File: src/rtl/game_clock_ctrl.sv
// game_clock_ctrl: basketball game-time controller.
//
// Sequences the period clock (MM:SS in BCD), the shot clock and the period counter from a
// single system clock. An internal prescaler divides clk down to one game second.
//
// Optional feature macro: SHOT_CLOCK_EN
//   defined   - shot clock counts down, reloads on shot_reset, and on expiry pauses the game
//               and sounds the buzzer until the next shot_reset or start.
//   undefined - shot_bcd reads 8'h00, shot_reset is ignored, buzzer only in BREAK/OVER.
//
// Ports:
//   clk         system clock, rising edge
//   clr         asynchronous active-high reset
//   start       one-cycle pulse: start / resume / begin next period
//   pause       one-cycle pulse: stop the clock
//   shot_reset  one-cycle pulse: reload the shot clock
//   min_bcd     minutes, two BCD digits
//   sec_bcd     seconds, two BCD digits
//   shot_bcd    shot clock, two BCD digits
//   period      current period, 1..NUM_PERIODS
//   running     high while the game clock runs
//   period_end  one-cycle pulse when the period time reaches 00:00
//   game_over   high once the final period has ended
//   buzzer      high between periods, after the game, or on shot-clock expiry

module game_clock_ctrl #(
  parameter int unsigned TICK_DIV    = 50000000,
  parameter int unsigned PERIOD_MIN  = 10,
  parameter int unsigned NUM_PERIODS = 4,
  parameter int unsigned SHOT_SEC    = 24
) (
  input  logic       clk,
  input  logic       clr,
  input  logic       start,
  input  logic       pause,
  input  logic       shot_reset,
  output logic [7:0] min_bcd,
  output logic [7:0] sec_bcd,
  output logic [7:0] shot_bcd,
  output logic [2:0] period,
  output logic       running,
  output logic       period_end,
  output logic       game_over,
  output logic       buzzer
);

`ifdef SHOT_CLOCK_EN
  localparam bit ShotEn = 1'b1;
`else
  localparam bit ShotEn = 1'b0;
`endif

  localparam int unsigned PreW = (TICK_DIV > 1) ? $clog2(TICK_DIV) : 1;
  localparam logic [PreW-1:0] PreMax = PreW'(TICK_DIV - 1);
  localparam logic [7:0] MinInit  = {4'(PERIOD_MIN / 10), 4'(PERIOD_MIN % 10)};
  localparam logic [7:0] ShotInit = {4'(SHOT_SEC / 10), 4'(SHOT_SEC % 10)};
  // With the shot clock compiled out the counter is held at zero forever.
  localparam logic [7:0] ShotLoad = ShotEn ? ShotInit : 8'h00;
  localparam logic [2:0] LastPeriod = 3'(NUM_PERIODS);

  typedef enum logic [2:0] {StIdle, StRun, StPause, StBreak, StOver} state_e;

  state_e          state_q, state_d;
  logic [PreW-1:0] pre_q, pre_d;
  logic [7:0]      min_q, min_d;
  logic [7:0]      sec_q, sec_d;
  logic [7:0]      shot_q, shot_d;
  logic [2:0]      period_q, period_d;
  logic            shot_buzz_q, shot_buzz_d;
  logic            running_q, period_end_q, game_over_q, buzzer_q;
  logic            period_end_d;
  logic            tick;
  logic            shot_reload;
  logic            shot_expire;

  // Two-digit BCD decrement; callers guarantee the value is nonzero.
  function automatic logic [7:0] bcd_dec(input logic [7:0] v);
    if (v[3:0] == 4'd0) begin
      return {v[7:4] - 4'd1, 4'd9};
    end
    return {v[7:4], v[3:0] - 4'd1};
  endfunction

  always_comb begin
    state_d      = state_q;
    pre_d        = pre_q;
    min_d        = min_q;
    sec_d        = sec_q;
    shot_d       = shot_q;
    period_d     = period_q;
    shot_buzz_d  = shot_buzz_q;
    period_end_d = 1'b0;
    tick         = 1'b0;
    shot_expire  = 1'b0;
    shot_reload  = ShotEn && shot_reset &&
                   (state_q == StIdle || state_q == StRun || state_q == StPause);

    unique case (state_q)
      StIdle: begin
        if (start) begin
          state_d = StRun;
        end
      end

      StRun: begin
        if (pre_q == PreMax) begin
          tick  = 1'b1;
          pre_d = '0;
          if (sec_q == 8'h00) begin
            if (min_q != 8'h00) begin
              sec_d = 8'h59;
              min_d = bcd_dec(min_q);
            end
          end else begin
            sec_d = bcd_dec(sec_q);
          end
          // A reload on the same edge wins over the decrement.
          if (!shot_reload && shot_q != 8'h00) begin
            shot_d      = bcd_dec(shot_q);
            shot_expire = (shot_q == 8'h01);
          end
        end else begin
          pre_d = pre_q + 1'b1;
        end

        // Period expiry outranks shot expiry, which outranks a pause request.
        if (tick && min_d == 8'h00 && sec_d == 8'h00) begin
          period_end_d = 1'b1;
          state_d      = (period_q < LastPeriod) ? StBreak : StOver;
        end else if (shot_expire) begin
          state_d     = StPause;
          shot_buzz_d = 1'b1;
        end else if (pause) begin
          state_d = StPause;
        end
      end

      StPause: begin
        if (start) begin
          state_d     = StRun;
          shot_buzz_d = 1'b0;
        end
      end

      StBreak: begin
        if (start) begin
          period_d = period_q + 3'd1;
          min_d    = MinInit;
          sec_d    = 8'h00;
          shot_d   = ShotLoad;
          pre_d    = '0;
          state_d  = StRun;
        end
      end

      StOver: begin
        state_d = StOver;
      end

      default: begin
        state_d = StIdle;
      end
    endcase

    if (shot_reload) begin
      shot_d      = ShotLoad;
      shot_buzz_d = 1'b0;
    end
  end

  always_ff @(posedge clk or posedge clr) begin
    if (clr) begin
      state_q      <= StIdle;
      pre_q        <= '0;
      min_q        <= MinInit;
      sec_q        <= 8'h00;
      shot_q       <= ShotLoad;
      period_q     <= 3'd1;
      shot_buzz_q  <= 1'b0;
      running_q    <= 1'b0;
      period_end_q <= 1'b0;
      game_over_q  <= 1'b0;
      buzzer_q     <= 1'b0;
    end else begin
      state_q      <= state_d;
      pre_q        <= pre_d;
      min_q        <= min_d;
      sec_q        <= sec_d;
      shot_q       <= shot_d;
      period_q     <= period_d;
      shot_buzz_q  <= shot_buzz_d;
      running_q    <= (state_d == StRun);
      period_end_q <= period_end_d;
      game_over_q  <= (state_d == StOver);
      buzzer_q     <= (state_d == StBreak) || (state_d == StOver) || shot_buzz_d;
    end
  end

  assign min_bcd    = min_q;
  assign sec_bcd    = sec_q;
  assign shot_bcd   = shot_q;
  assign period     = period_q;
  assign running    = running_q;
  assign period_end = period_end_q;
  assign game_over  = game_over_q;
  assign buzzer     = buzzer_q;

endmodule
File: config.mk
export PLATFORM = sky130hd
export DESIGN_NAME = game_clock_ctrl
export DESIGN_NICKNAME = d
export VERILOG_FILES = /design/src/rtl/game_clock_ctrl.sv
export SDC_FILE = /design/constraint.sdc
export NUM_CORES = 1
export LEC_CHECK = 0
export ABC_AREA = 1
export ABC_CLOCK_PERIOD_IN_PS = 6070
export BUFFER_PORTS_ARGS = -buffer_cell sky130_fd_sc_hd__buf_2
export CAP_MARGIN = 15
export CORE_ASPECT_RATIO = 0.5
export CORE_UTILIZATION = 55
export CTS_CLUSTER_SIZE = 30
export DETAILED_ROUTE_END_ITERATION = 12
export PLACE_DENSITY = 0.72
export SKIP_CTS_REPAIR_TIMING = 1
export SYNTH_ARGS = -nofsm -noshare
export SYNTH_HDL_FRONTEND = slang
export SYNTH_SLANG_ARGS = --single-unit
File: constraint.sdc
create_clock -name clk -period 6.07 [get_ports clk]
set_input_delay 0.3035 -clock clk [delete_from_list [all_inputs] [get_ports clk]]
set_output_delay 0.3035 -clock clk [all_outputs]
set_load 0.01 [all_outputs]
==> impl_metrics.tcl <==
set metrics [dict create \
    max-cap-violations 0 \
    netlist_top_cells_area "sky130_fd_sc_hd__dfrtp_1 37%, sky130_fd_sc_hd__nand2_1 15%, sky130_fd_sc_hd__inv_1 7.1%, sky130_fd_sc_hd__nor2_1 5.8%, sky130_fd_sc_hd__nand3_1 5.1%" \
    io_pins 36 \
    final_cells 709 \
    preCtsSetupSlack_ns 3.08 \
    layout-drive-gt1-share 0.147 \
    n_antenna_cell 0 \
    synthesis.area_per_instance_um2 6.97 \
    post-dp-hpwl_mm 6.64 \
    grt_antenna_before_repair 0 \
    rr_worst_depth 16 \
    crit_path_start "state_q[1]" \
    final_max_slew_viol_count 0 \
    track_usage 0.273 \
    clockPowerShare 0.546 \
    clock_tree.buffer_depth 2 \
    die_area_um2 7640 \
    cts_max_level 3 \
    grt-ovfl-total 0 \
    grt_use_met3 0.0754 \
    path_max_fanout 31 \
    leakage_nw 2.14 \
    setup_slack_ns 2.98 \
    number_of_port_buffers 34 \
    timing.critical_path.to_type "flop" \
    global_route.usage.met1 0.392 \
    clockRootBuffer "sky130_fd_sc_hd__clkbuf_16" \
    placedCellCount 693 \
    worst-path-buf-inv 7 \
    critical_path.slowest_cell "sky130_fd_sc_hd__nor2_4" \
    synth_top_area_cell "sky130_fd_sc_hd__dfrtp_1" \
    totalNegativeSetupSlack_ns 0 \
    synth_edf_count 0 \
    layout_worst_path_cycle_share 0.508 \
    post_layout_net_count 628 \
    fp.coreArea_um2 6860 \
    yosys.cell_types.count 43 \
    wire_per_inst_um 13.3 \
    numCtsBuffers 9 \
    net_switching_component_of_the_power_mw 0.195 \
    grt_setup_unrepaired "false" \
    grt_busiest_layer "met2" \
    synthArstFlopShare 1.00 \
    path_delay_family "simple AND/OR/NAND/NOR gates" \
    worst_pin_slew_ns 0.783 \
    power_frac_seq 0.438 \
    switching_share 0.209 \
    achievable-frequency_mhz 324 \
    die_w_um 123 \
    synth.top_cell.area_share 0.369 \
    detailedRoute.firstIterationViolations 213 \
    clk_latency_ns 0.33 \
    syn-cell-area_um2 4000 \
    power_report.internal_total_mw 0.739 \
    routed-via-count 3764 \
    timing.critical_path.from_type "flop" \
    num_rows 21 \
    cp_num_cells 16 \
    crit_chain "inv_1 -> nor2_1 -> inv_1 -> nor2_4 -> inv_2 -> nor2_4 -> inv_2 -> nand2_1 -> buf_4 -> inv_2 -> nor2_4 -> inv_2 -> nor2_4 -> o21ai_2 -> nor3_1 -> nor2_1" \
    drc 0 \
    clk_transition_reported_paths_ns 0.05 \
    cp_slowest_stage_delay_ns 0.43 \
    synth_nets 590 \
    yosysSeqAreaShare 0.382 \
    comb_power_share 0.016 \
    flow.area_growth_from_synthesis_pct 13.4 \
    min_period_ns 3.09 \
    tritoncts "yes" \
    avgViaCountPerCell 5.31 \
    die_height_um 62.3 \
    fin_skew_ns 0.00510 \
    tritoncts_num_sinks 61 \
    reg2reg_from "state_q[1]" \
    wire_length_of_the_first_global_routing_pass_mm 16.2 \
    pin_count_of_the_biggest_net_entering_global_routing 62 \
    drtPass1Iterations 5 \
    final_antenna_net_count 0 \
    hold_violations 0 \
    setup_violations 0 \
    worst_ir_drop_vdd_mv 0.141 \
    yosys_warnings 0 \
    totalWireLength_mm 9.42 \
    start_util 0.583 \
    setup.worst_path.class "reg2reg" \
    hold_path.class "in2async" \
    post-synth-top-count-cell "sky130_fd_sc_hd__nand2_1" \
    grt.met2_usage 0.405 \
    post_synth_inst_count 574 \
    outcome "finished clean" \
    arrival_ns 3.30 \
    vias_in_the_first_global_route 3507 \
    critical_path_required_ns 6.28 \
    yosys-top-cells-count "162 x sky130_fd_sc_hd__nand2_1, 76 x sky130_fd_sc_hd__inv_1, 62 x sky130_fd_sc_hd__nor2_1, 59 x sky130_fd_sc_hd__dfrtp_1, 41 x sky130_fd_sc_hd__nand3_1" \
    max_slew_margin 0.478 \
    yosys_register_bits 61 \
    power.density_cell_area_nw_per_um2 206 \
    ys_dominant_reg_cell "sky130_fd_sc_hd__dfrtp_1" \
    gp_congestion 0.842 \
]
==> worst register-to-register path, stage by stage, from the launching register on <==
cell and delay, ns:
sky130_fd_sc_hd__dfrtp_1 0.37, sky130_fd_sc_hd__inv_1 0.10, sky130_fd_sc_hd__nor2_1 0.13, sky130_fd_sc_hd__inv_1 0.09
sky130_fd_sc_hd__nor2_4 0.17, sky130_fd_sc_hd__inv_2 0.10, sky130_fd_sc_hd__nor2_4 0.13, sky130_fd_sc_hd__inv_2 0.07
sky130_fd_sc_hd__nand2_1 0.06, sky130_fd_sc_hd__buf_4 0.33, sky130_fd_sc_hd__inv_2 0.21, sky130_fd_sc_hd__nor2_4 0.43
sky130_fd_sc_hd__inv_2 0.16, sky130_fd_sc_hd__nor2_4 0.20, sky130_fd_sc_hd__o21ai_2 0.12, sky130_fd_sc_hd__nor3_1 0.21
sky130_fd_sc_hd__nor2_1 0.09
==> flip-flops by register name (all words and copies together) (netlist names), 3 cells and up <==
name / cells
min_bcd: 8
period: 3
pre_q: 26
sec_bcd: 8
shot_bcd: 8
state_q: 3
==> metal layers <==
layer  vias up  routed length (um)
li1       1943                   -
met1      1736                4910
met2        75                4000
met3        10                 431
met4         0                  68
met5         -                   0
==> through the flow <==
| step | area (um^2) | power, mW | hold WS, ns | util |
|---|---|---|---|---|
| finish | 4540 | 0.934 | 0.190 | 0.662 |
| CTS | 4540 | 0.942 | 0.231 | 0.662 |
| global placement | 4240 | 0.431 | 0.488 | 0.619 |
| detailed placement | 4240 | 0.431 | 0.490 | 0.619 |
| floorplan | 4000 | 0.426 | 0.460 | - |
| global route | 4540 | 0.964 | 0.282 | 0.662 |
==> power by group through the flow <==
stage | Combinational [mW] | Sequential (mW) | Clock [mW]
5_1_grt | 0.0173 | 0.409 | 0.538
3_5_place_dp | 0.0153 | 0.416 | 0
2_1_floorplan | 0.00896 | 0.417 | 0
6_report | 0.0146 | 0.409 | 0.510
3_3_place_gp | 0.0148 | 0.416 | 0
4_1_cts | 0.0154 | 0.409 | 0.517
==> cell families after synthesis <==
family                     count (synthesis)  synth area share
AOI/OAI and AO/OA                         77             0.116
xor gates and xnor gates                   3           0.00657
adders and majority gates                 11            0.0344
buffers and inverters                     94            0.0951
DFF                                       61             0.382
and+or+nand+nor                          328             0.366
==> cell usage in the layout (no fill, tap or decap), drive strengths merged, types with 2 or more instances in the layout <==
cell type and n:
nand2 168, inv 84, nor2 78, dfrtp 59, nand3 44, buf 37
o21ai 34, nor3 22, a21oi 16, clkbuf 12, ha 11, nand4 8
nor4 6, a31oi 5, o22ai 5, o32ai 2, o21a 2, o41ai 2
a211oi 2, xnor2 2, a221oi 2, clkinv 2, dfstp 2
==> final cells by class <==
class | count | area, um^2
Multi-Input combinational cell | 419 | 2090
Inverter | 84 | 315
Tap cell | 92 | 115
Fill cell | 578 | 2320
Sequential cell | 61 | 1530
Timing Repair Buffer | 37 | 193
Clock inverter | 4 | 47.5
Clock buffer | 12 | 246
==> worst paths after layout <==
| path | to | slack [ns] |
|---|---|---|
| max | shot_bcd[7] | 2.98 |
| min | pre_q[3] | 0.19 |
| max reg2reg | shot_bcd[7] | 2.98 |
| min reg2reg | period[1] | 0.50 |
| max in group asynchronous | pre_q[23] | 5.36 |
| min in group clk | state_q[0] | 0.34 |
No activity file was read; power rests on OpenSTA's default activity.
